File: src/rtl/button_ctl_pkg.sv
// Shared constants and types for the pushbutton front end: debounce FSM states,
// default timing at 65 MHz, and a helper for sizing the shared counter width.
package button_ctl_pkg;

  typedef enum logic [1:0] {
    ST_RELEASED     = 2'd0,
    ST_PRESS_WAIT   = 2'd1,
    ST_HELD         = 2'd2,
    ST_RELEASE_WAIT = 2'd3
  } btn_state_e;

  localparam int DEF_DEBOUNCE_CYCLES = 650000;    // 10 ms
  localparam int DEF_REPEAT_DELAY    = 19500000;  // 300 ms
  localparam int DEF_REPEAT_CYCLES   = 1083333;   // ~60 Hz

  function automatic int max3(input int a, input int b, input int c);
    int m;
    m = (a > b) ? a : b;
    return (m > c) ? m : c;
  endfunction

endpackage

File: src/rtl/button_debounce.sv
// One pushbutton channel: 2-flop synchronizer, debounce FSM and a one-cycle
// press strobe registered on entry to ST_HELD.
//
// state           | meaning
// ST_RELEASED     | stable released, level 0
// ST_PRESS_WAIT   | input went high, counting stable 1s, level 0
// ST_HELD         | accepted press, level 1
// ST_RELEASE_WAIT | input went low, counting stable 0s, level 1
module button_debounce
  import button_ctl_pkg::*;
#(
  parameter int DEBOUNCE_CYCLES = DEF_DEBOUNCE_CYCLES,
  parameter int CNT_W           = 21
) (
  input  logic clk_i,
  input  logic rst_i,
  input  logic raw_i,
  output logic level_o,
  output logic held_o,
  output logic press_o
);

  localparam logic [CNT_W-1:0] LAST = CNT_W'(DEBOUNCE_CYCLES - 1);

  logic [1:0]       sync_q;
  btn_state_e       state_q, state_d;
  logic [CNT_W-1:0] cnt_q, cnt_d, cnt_inc;
  logic             press_q, press_d;
  logic             in_s;

  assign in_s    = sync_q[1];
  assign cnt_inc = (cnt_q == '1) ? cnt_q : cnt_q + CNT_W'(1);

  always_ff @(posedge clk_i) begin
    if (rst_i) begin
      sync_q  <= 2'b00;
      state_q <= ST_RELEASED;
      cnt_q   <= '0;
      press_q <= 1'b0;
    end else begin
      sync_q  <= {sync_q[0], raw_i};
      state_q <= state_d;
      cnt_q   <= cnt_d;
      press_q <= press_d;
    end
  end

  always_comb begin
    state_d = state_q;
    cnt_d   = cnt_q;
    press_d = 1'b0;
    unique case (state_q)
      ST_RELEASED: begin
        if (in_s) begin
          state_d = ST_PRESS_WAIT;
          cnt_d   = '0;
        end
      end
      ST_PRESS_WAIT: begin
        if (!in_s) begin
          state_d = ST_RELEASED;
        end else if (cnt_q >= LAST) begin
          state_d = ST_HELD;
          press_d = 1'b1;
        end else begin
          cnt_d = cnt_inc;
        end
      end
      ST_HELD: begin
        if (!in_s) begin
          state_d = ST_RELEASE_WAIT;
          cnt_d   = '0;
        end
      end
      ST_RELEASE_WAIT: begin
        // a bounce back high resumes the hold without a new strobe
        if (in_s) begin
          state_d = ST_HELD;
        end else if (cnt_q >= LAST) begin
          state_d = ST_RELEASED;
        end else begin
          cnt_d = cnt_inc;
        end
      end
      default: state_d = ST_RELEASED;
    endcase
  end

  assign level_o = (state_q == ST_HELD) || (state_q == ST_RELEASE_WAIT);
  assign held_o  = (state_q == ST_HELD);
  assign press_o = press_q;

endmodule

File: src/rtl/button_ctl.sv
// Three debounced pushbuttons with left/right step strobes and a fire strobe.
// Define BUTTON_AUTOREPEAT_EN to add auto-repeat steps on held left/right.
module button_ctl
  import button_ctl_pkg::*;
#(
  parameter int DEBOUNCE_CYCLES = DEF_DEBOUNCE_CYCLES,
  parameter int REPEAT_DELAY    = DEF_REPEAT_DELAY,
  parameter int REPEAT_CYCLES   = DEF_REPEAT_CYCLES
) (
  input  logic clk,
  input  logic rst,
  input  logic btn_left_raw,
  input  logic btn_right_raw,
  input  logic btn_fire_raw,
  output logic button_left,
  output logic button_right,
  output logic step_left,
  output logic step_right,
  output logic fire_pulse
);

  localparam int CNT_W = $clog2(max3(DEBOUNCE_CYCLES, REPEAT_DELAY, REPEAT_CYCLES)) + 1;

  // index 0 = left, 1 = right
  logic [1:0] lvl, held, press, rpt;
  logic [1:0] step_q, step_d;
  logic       lvl_f, held_f, press_f;

  button_debounce #(.DEBOUNCE_CYCLES(DEBOUNCE_CYCLES), .CNT_W(CNT_W)) u_left (
    .clk_i(clk), .rst_i(rst), .raw_i(btn_left_raw),
    .level_o(lvl[0]), .held_o(held[0]), .press_o(press[0])
  );

  button_debounce #(.DEBOUNCE_CYCLES(DEBOUNCE_CYCLES), .CNT_W(CNT_W)) u_right (
    .clk_i(clk), .rst_i(rst), .raw_i(btn_right_raw),
    .level_o(lvl[1]), .held_o(held[1]), .press_o(press[1])
  );

  button_debounce #(.DEBOUNCE_CYCLES(DEBOUNCE_CYCLES), .CNT_W(CNT_W)) u_fire (
    .clk_i(clk), .rst_i(rst), .raw_i(btn_fire_raw),
    .level_o(lvl_f), .held_o(held_f), .press_o(press_f)
  );

`ifdef BUTTON_AUTOREPEAT_EN
  localparam logic [CNT_W-1:0] RPT_FIRST = CNT_W'(REPEAT_DELAY);
  localparam logic [CNT_W-1:0] RPT_NEXT  = CNT_W'(REPEAT_CYCLES);

  logic [CNT_W-1:0] rcnt_q [2];
  logic [CNT_W-1:0] rcnt_d [2];
  logic [1:0]       rfirst_q, rfirst_d;

  always_ff @(posedge clk) begin
    if (rst) begin
      rcnt_q[0] <= '0;
      rcnt_q[1] <= '0;
      rfirst_q  <= 2'b11;
    end else begin
      rcnt_q[0] <= rcnt_d[0];
      rcnt_q[1] <= rcnt_d[1];
      rfirst_q  <= rfirst_d;
    end
  end

  // counter only advances in ST_HELD, so a release bounce pauses it
  always_comb begin
    rcnt_d   = rcnt_q;
    rfirst_d = rfirst_q;
    rpt      = 2'b00;
    for (int i = 0; i < 2; i++) begin
      if (!lvl[i]) begin
        rcnt_d[i]   = '0;
        rfirst_d[i] = 1'b1;
      end else if (press[i]) begin
        rcnt_d[i]   = CNT_W'(1);
        rfirst_d[i] = 1'b1;
      end else if (held[i]) begin
        if (rcnt_q[i] == (rfirst_q[i] ? RPT_FIRST : RPT_NEXT)) begin
          rpt[i]      = 1'b1;
          rcnt_d[i]   = CNT_W'(1);
          rfirst_d[i] = 1'b0;
        end else if (rcnt_q[i] != '1) begin
          rcnt_d[i] = rcnt_q[i] + CNT_W'(1);
        end
      end
    end
  end

  logic unused_ok;
  assign unused_ok = ^{lvl_f, held_f};
`else
  assign rpt = 2'b00;

  logic unused_ok;
  assign unused_ok = ^{lvl_f, held_f, held};
`endif

  assign step_d = press | rpt;

  always_ff @(posedge clk) begin
    if (rst) step_q <= 2'b00;
    else     step_q <= step_d;
  end

  assign button_left  = lvl[0];
  assign button_right = lvl[1];
  assign step_left    = step_q[0] & ~(lvl[0] & lvl[1]);
  assign step_right   = step_q[1] & ~(lvl[0] & lvl[1]);
  assign fire_pulse   = press_f;

endmodule
File: config.mk
export PLATFORM = sky130hd
export DESIGN_NAME = button_ctl
export DESIGN_NICKNAME = d
export VERILOG_FILES = /design/src/rtl/button_ctl_pkg.sv /design/src/rtl/button_debounce.sv /design/src/rtl/button_ctl.sv
export SDC_FILE = /design/constraint.sdc
export NUM_CORES = 1
export LEC_CHECK = 0
export ABC_CLOCK_PERIOD_IN_PS = 1700
export CAP_MARGIN = 20
export CORE_UTILIZATION = 25
export CTS_CLUSTER_SIZE = 30
export DETAILED_ROUTE_END_ITERATION = 12
export SKIP_CTS_REPAIR_TIMING = 1
export SLEW_MARGIN = 10
export SYNTH_ARGS = -nofsm -noshare
export SYNTH_HDL_FRONTEND = slang
export SYNTH_HIERARCHICAL = 1
export SYNTH_SLANG_ARGS = --single-unit
File: constraint.sdc
create_clock -name clk -period 1.7 [get_ports clk]
set_input_delay 0.17 -clock clk [delete_from_list [all_inputs] [get_ports clk]]
set_output_delay 0.17 -clock clk [all_outputs]
set_load 0.02 [all_outputs]
== After elaboration in Yosys (flattened, before gate mapping) ==
Index checks and enable logic that the tools add are counted.

* Register bits: 95
* Bits in latches: 0
* Memory bits (writable): 0
* Bits in read-only memories: 0
* Input port bits: 5
* Output and inout port bits: 5
* Logic and storage cells: 118
* Memories: 0

* $add $sub $neg: 3
* $mul: 0
* Div/mod/pow operators: 0
* $lt $le $gt $ge: 3
* Equality and inequality tests: 30
* Shift-type cells: 0
* Multiplexer cells: 45
* Bitwise gates (word level): 10
* Reductions and logical operators: 14

{| class="wikitable"
|+ Operators by type and width
! kind !! number
|-
| $mux 26 || 18
|-
| $pmux 26 s4 || 3
|-
| $add 26x1->26 const B || 3
|-
| $eq 26x26->1 const B || 3
|-
| $ge 26x20->1 const B || 3
|-
| $mux 2 || 18
|-
| $pmux 2 s4 || 3
|-
| $reduce_and 4->1 || 6
|-
| $eq 2x2->1 const B || 6
|-
| $ne 2x1->1 const B || 6
|-
| $ne 2x2->1 const B || 6
|-
| $ne 3x1->1 const B || 3
|-
| $ne 3x3->1 const B || 3
|-
| $reduce_or 3->1 || 3
|-
| $not 1->1 || 7
|-
| $eq 2x1->1 const B || 3
|-
| $logic_not 2->1 || 3
|-
| $and 1x1->1 || 3
|-
| $mux 1 || 3
|-
| $logic_or 1x1->1 || 2
|}

== Depth between registers and ports, before layout ==
* Word-level depth: 5
* Gate-level depth with buffers: 8
* Gate-level depth less buffers: 6

== Cells and area by module ==
The synthesis kept the hierarchy.

{| class="wikitable"
|+ Modules (own cells, without submodules)
! module !! times used !! cells each !! area an instance (µm²) !! sequential area each (µm²)
|-
| button_debounce || 3 || 168 || 1485.2 || 620.6
|-
| button_ctl || 1 || 6 || 67.6 || 40.0
|}

== Least setup slack after synthesis ==
OpenSTA, ideal clock, no wires.

* Path type: flip-flop to flip-flop
* Start: register u_fire.cnt_q[20]
* End: register u_fire.cnt_q[11]
* Setup time: 0.070 ns
* Data arrival time: 1.774 ns
* Required time: 1.630 ns
* Setup slack: -0.144 ns
* Cell stages (with the launch flop): 7
* Path buffers: 1
* Period minus slack after synthesis: 1.844 ns
* Cells stage by stage: dfxtp_1 nor4_4 nand2_1 o221a_4 buf_6 or4_1 a21oi_1

* Longest elaborated chain between the ends: 5
* Elaborated cells on any way between the ends: 7
* Those cells by class: order compare (1); eq/ne (1); mux (5)

{| class="wikitable"
|+ Ends and longest elaborated chain
! what !! RTL line !! text
|-
| start: declaration || button_debounce.sv:27 || <nowiki>logic [CNT_W-1:0] cnt_q, cnt_d, cnt_inc;</nowiki>
|-
| start signal: assignment || button_debounce.sv:43 || <nowiki>cnt_q <= cnt_d;</nowiki>
|-
| parallel branches: the longest is 2 deep, another holds $ge 26x20->1 || n/a ||
|-
| $mux 26 (*) || button_debounce.sv:62, button_debounce.sv:79 ||
|-
| $mux 26 (on tied branches) || button_debounce.sv:77, button_debounce.sv:60 ||
|-
| $pmux 26 s4 (*) || button_debounce.sv:52 || <nowiki>unique case (state_q)</nowiki>
|}

Mark *: on every way between the ends. The select of a mux whose other input is x is not followed.
A chain may end at the register's enable or synchronous reset.

== Worst setup path after layout ==
* Start: register u_left.cnt_q[11]
* End: register u_left.cnt_q[7]

* Longest elaborated chain between the ends: 5
* Elaborated cells on any way between the ends: 7
* Those cells by class: order compare (1); eq/ne (1); mux (5)

{| class="wikitable"
|+ Ends and longest elaborated chain
! what !! RTL line
|-
| start: declaration || button_debounce.sv:27
|-
| start signal: assignment || button_debounce.sv:43
|-
| parallel branches: the longest is 2 deep, another holds $ge 26x20->1 || n/a
|-
| $mux 26 (*) || button_debounce.sv:62, button_debounce.sv:79
|-
| $mux 26 (on tied branches) || button_debounce.sv:77, button_debounce.sv:60
|-
| $pmux 26 s4 (*) || button_debounce.sv:52
|}

Marks and branches as above.

==> metrics <==
status finished with violations; failing checks setup timing; Fill cells 1727; switch share 22.69%; vias per cell 5.224; pre-CTS setup slack -0.2468 ns; largest net degree at the start of global routing 30; row cnt 48; critical path type register to register; initial core utilization 25.84%; Syn Nets 514; vias in the first global route 4188; Reg clk slew, reported paths 0.07 ns; grt ovf 0; Power Dens Cells 655.5 nW/um2; initial antenna violation count 0; CTS tree yes; Synth Instances 506; Int Pwr 0.003315 W; Period minus WS final 1.950 ns; syn avg cell area 8.894 um2; clk sinks 95; clk buf depth 2; CTS Buf Count 9; R2R depth 5; Die Area 18540 um2; Syn-to-layout area delta 45.34%; max incr delay on CP 0.49 ns; Worst Hold Launch btn_right_raw; Reg2Reg Launch Point u_left/cnt_q[11]$_SDFFE_PP0P_; Multi-input gate area 2980 um2; RSZ-0062 raised after global routing true; DRT Wirelength 12.56 mm; reg2reg end u_left/cnt_q[7]$_SDFFE_PP0P_; combinational fraction of design power 3.3%; startpoint types register; nets 641; Clock Latency Late Sink 0.35 ns; Max Cap Viol 0; PnR worst setup slack -0.2505 ns; first-pass GRT wire length 18.54 mm; crit path DAT 2.24 ns; Slew HR 73.63%; reg-to-reg slack, setup -0.25 ns; DRC 0; RD Place Congestion 0.8196; Slew Viols, Final 0; root buf cell clkbuf_16; CP max stage cell or4_4; Worst-Margin Slew 0.3932 ns; H-tree levels 3; Synth Cell Area 4501 um2; crit path max fanout 7; core area 17420 um2; diodes inserted 0; hold endpoint u_right/sync_q[0]$_SDFF_PP0_; Peak VDD IR 0.0005327 V; HPWL after DPL 8.050 mm; NetSw 0.0009727 W; Min Hold Slack 0.3724 ns; Ys Warns 6; DIE WIDTH 136.2 um; TritonRoute pass-1 iters 5; Via Count 4498; Avg WL per Cell 14.59 um; Final Hold Vio Count 0; Detailed Route Iter0 Violations 194; HP Class input port to register; Final Cycle Share 114.7%; number of I/O pins 10; post-route ant nets 0; crit end category register; GRT Total Usage 12.38%; hold depth 2; Max Clock Skew 0.01003 ns; Static Leak 2.626 nW; Chip Height 136.2 um; critical path cell sequence a211oi_1, nand4_4, o221a_4, or4_4, a21oi_2; final setup fails 59; FMAX 512.7 MHz; Port Buf Inserts 9; Reg power frac 52.3%; layout cell share with drive strength beyond 1 39.94%; Worst Path Required 1.99 ns; Reg area 1921 um2; Clk network pwr share 44.4%
==> layout by cell type, fill, tap and decap left out, drive strengths merged, types with 4 or more instances in the layout <==
cell type      count
o21ai             24
dlymetal6s2s       4
nor4               9
or3               15
nand4b             6
o31a               6
nor2              18
nand4             18
nand3             24
buf              125
nor2b              8
mux2i              6
nand2b             6
or4               27
o221a              8
o31ai             21
clkbuf            10
dfxtp             95
a21oi             51
nor3               6
inv                4
clkdlybuf4s50      5
and3              15
nand2             54
and2              27
==> power by group through the flow <==
| stage | clock (W) | combinational (W) | sequential, W |
|---|---|---|---|
| finish | 0.00190 | 0.000142 | 0.00224 |
| global route | 0.00205 | 0.000154 | 0.00224 |
| CTS | 0.00196 | 0.000130 | 0.00224 |
| detailed placement | 0 | 0.000129 | 0.00229 |
| global placement | 0 | 0.000125 | 0.00229 |
| floorplan | 0 | 0.0000629 | 0.00229 |
==> metrics by stage <==
| step | cell area [um2] | total power, W | utilization [%] | cells | TNS [ns] |
|---|---|---|---|---|---|
| after detailed placement | 5627 | 0.002420 | 32.31 | 830 | -7.161 |
| after global placement | 5627 | 0.002416 | 32.31 | 830 | -4.873 |
| after floorplan | 4523 | 0.002354 | - | 506 | -1.332 |
| final | 6541 | 0.004288 | 37.56 | 861 | -8.122 |
| after global routing | 6541 | 0.004442 | 37.56 | 861 | -12.93 |
| after CTS | 5898 | 0.004326 | 33.86 | 844 | -8.761 |
==> flip-flops by register name, summed over array words and instances (netlist names), named ones only <==
signal and flops:
u_fire/cnt_q 26, u_left/press_o 1, step_q 2, u_fire/state_q 1, u_right/state_q 1, u_right/press_o 1, u_fire/press_o 1, u_left/state_q 1
u_fire/sync_q 2, u_left/cnt_q 26, u_left/sync_q 2, u_right/cnt_q 26, u_right/sync_q 2
==> critical path: cells and delay by family (launching register included) <==
kind	cells	cell delay, ns
AND/OR/NAND/NOR	2	0.70
AO/OA/AOI/OAI	3	0.86
flip-flops	1	0.32
==> how the worst max path moves through the flow <==
stage | from | cells after the start | to | slack, ns
4_1_cts | u_fire/cnt_q[0]$_SDFFE_PP0P_ | 7 | u_fire/press_o$_SDFF_PP0_ | -0.26
3_5_place_dp | u_fire/cnt_q[0]$_SDFFE_PP0P_ | 7 | u_fire/press_o$_SDFF_PP0_ | -0.25
3_3_place_gp | u_fire/cnt_q[0]$_SDFFE_PP0P_ | 7 | u_fire/press_o$_SDFF_PP0_ | -0.23
2_1_floorplan | u_fire/cnt_q[16]$_SDFFE_PP0P_ | 6 | u_fire/cnt_q[11]$_SDFFE_PP0P_ | -0.14
5_1_grt | u_left/cnt_q[11]$_SDFFE_PP0P_ | 5 | u_left/cnt_q[7]$_SDFFE_PP0P_ | -0.32
6_report | u_left/cnt_q[11]$_SDFFE_PP0P_ | 5 | u_left/cnt_q[7]$_SDFFE_PP0P_ | -0.25
==> area by class of cell <==
| class | count | share of cell area (%) |
|---|---|---|
| Tap cell | 225 | 4.304 |
| Clock buffer | 10 | 3.653 |
| Timing Repair Buffer | 134 | 16.45 |
| Sequential cell | 95 | 29.36 |
| Inverter | 3 | 0.1722 |
| Multi-Input combinational cell | 390 | 45.56 |
| Clock inverter | 4 | 0.4973 |
==> routing by layer <==
metal / vias up / routed length (um) / global-route usage (%)
met5: - / 0 / 0
met4: 0 / 308 / 5.679
met2: 83 / 6347 / 21.57
li1: 2179 / - / -
met3: 25 / 357 / 2.535
met1: 2211 / 5550 / 14.46
(Power assumes the default switching activity.)
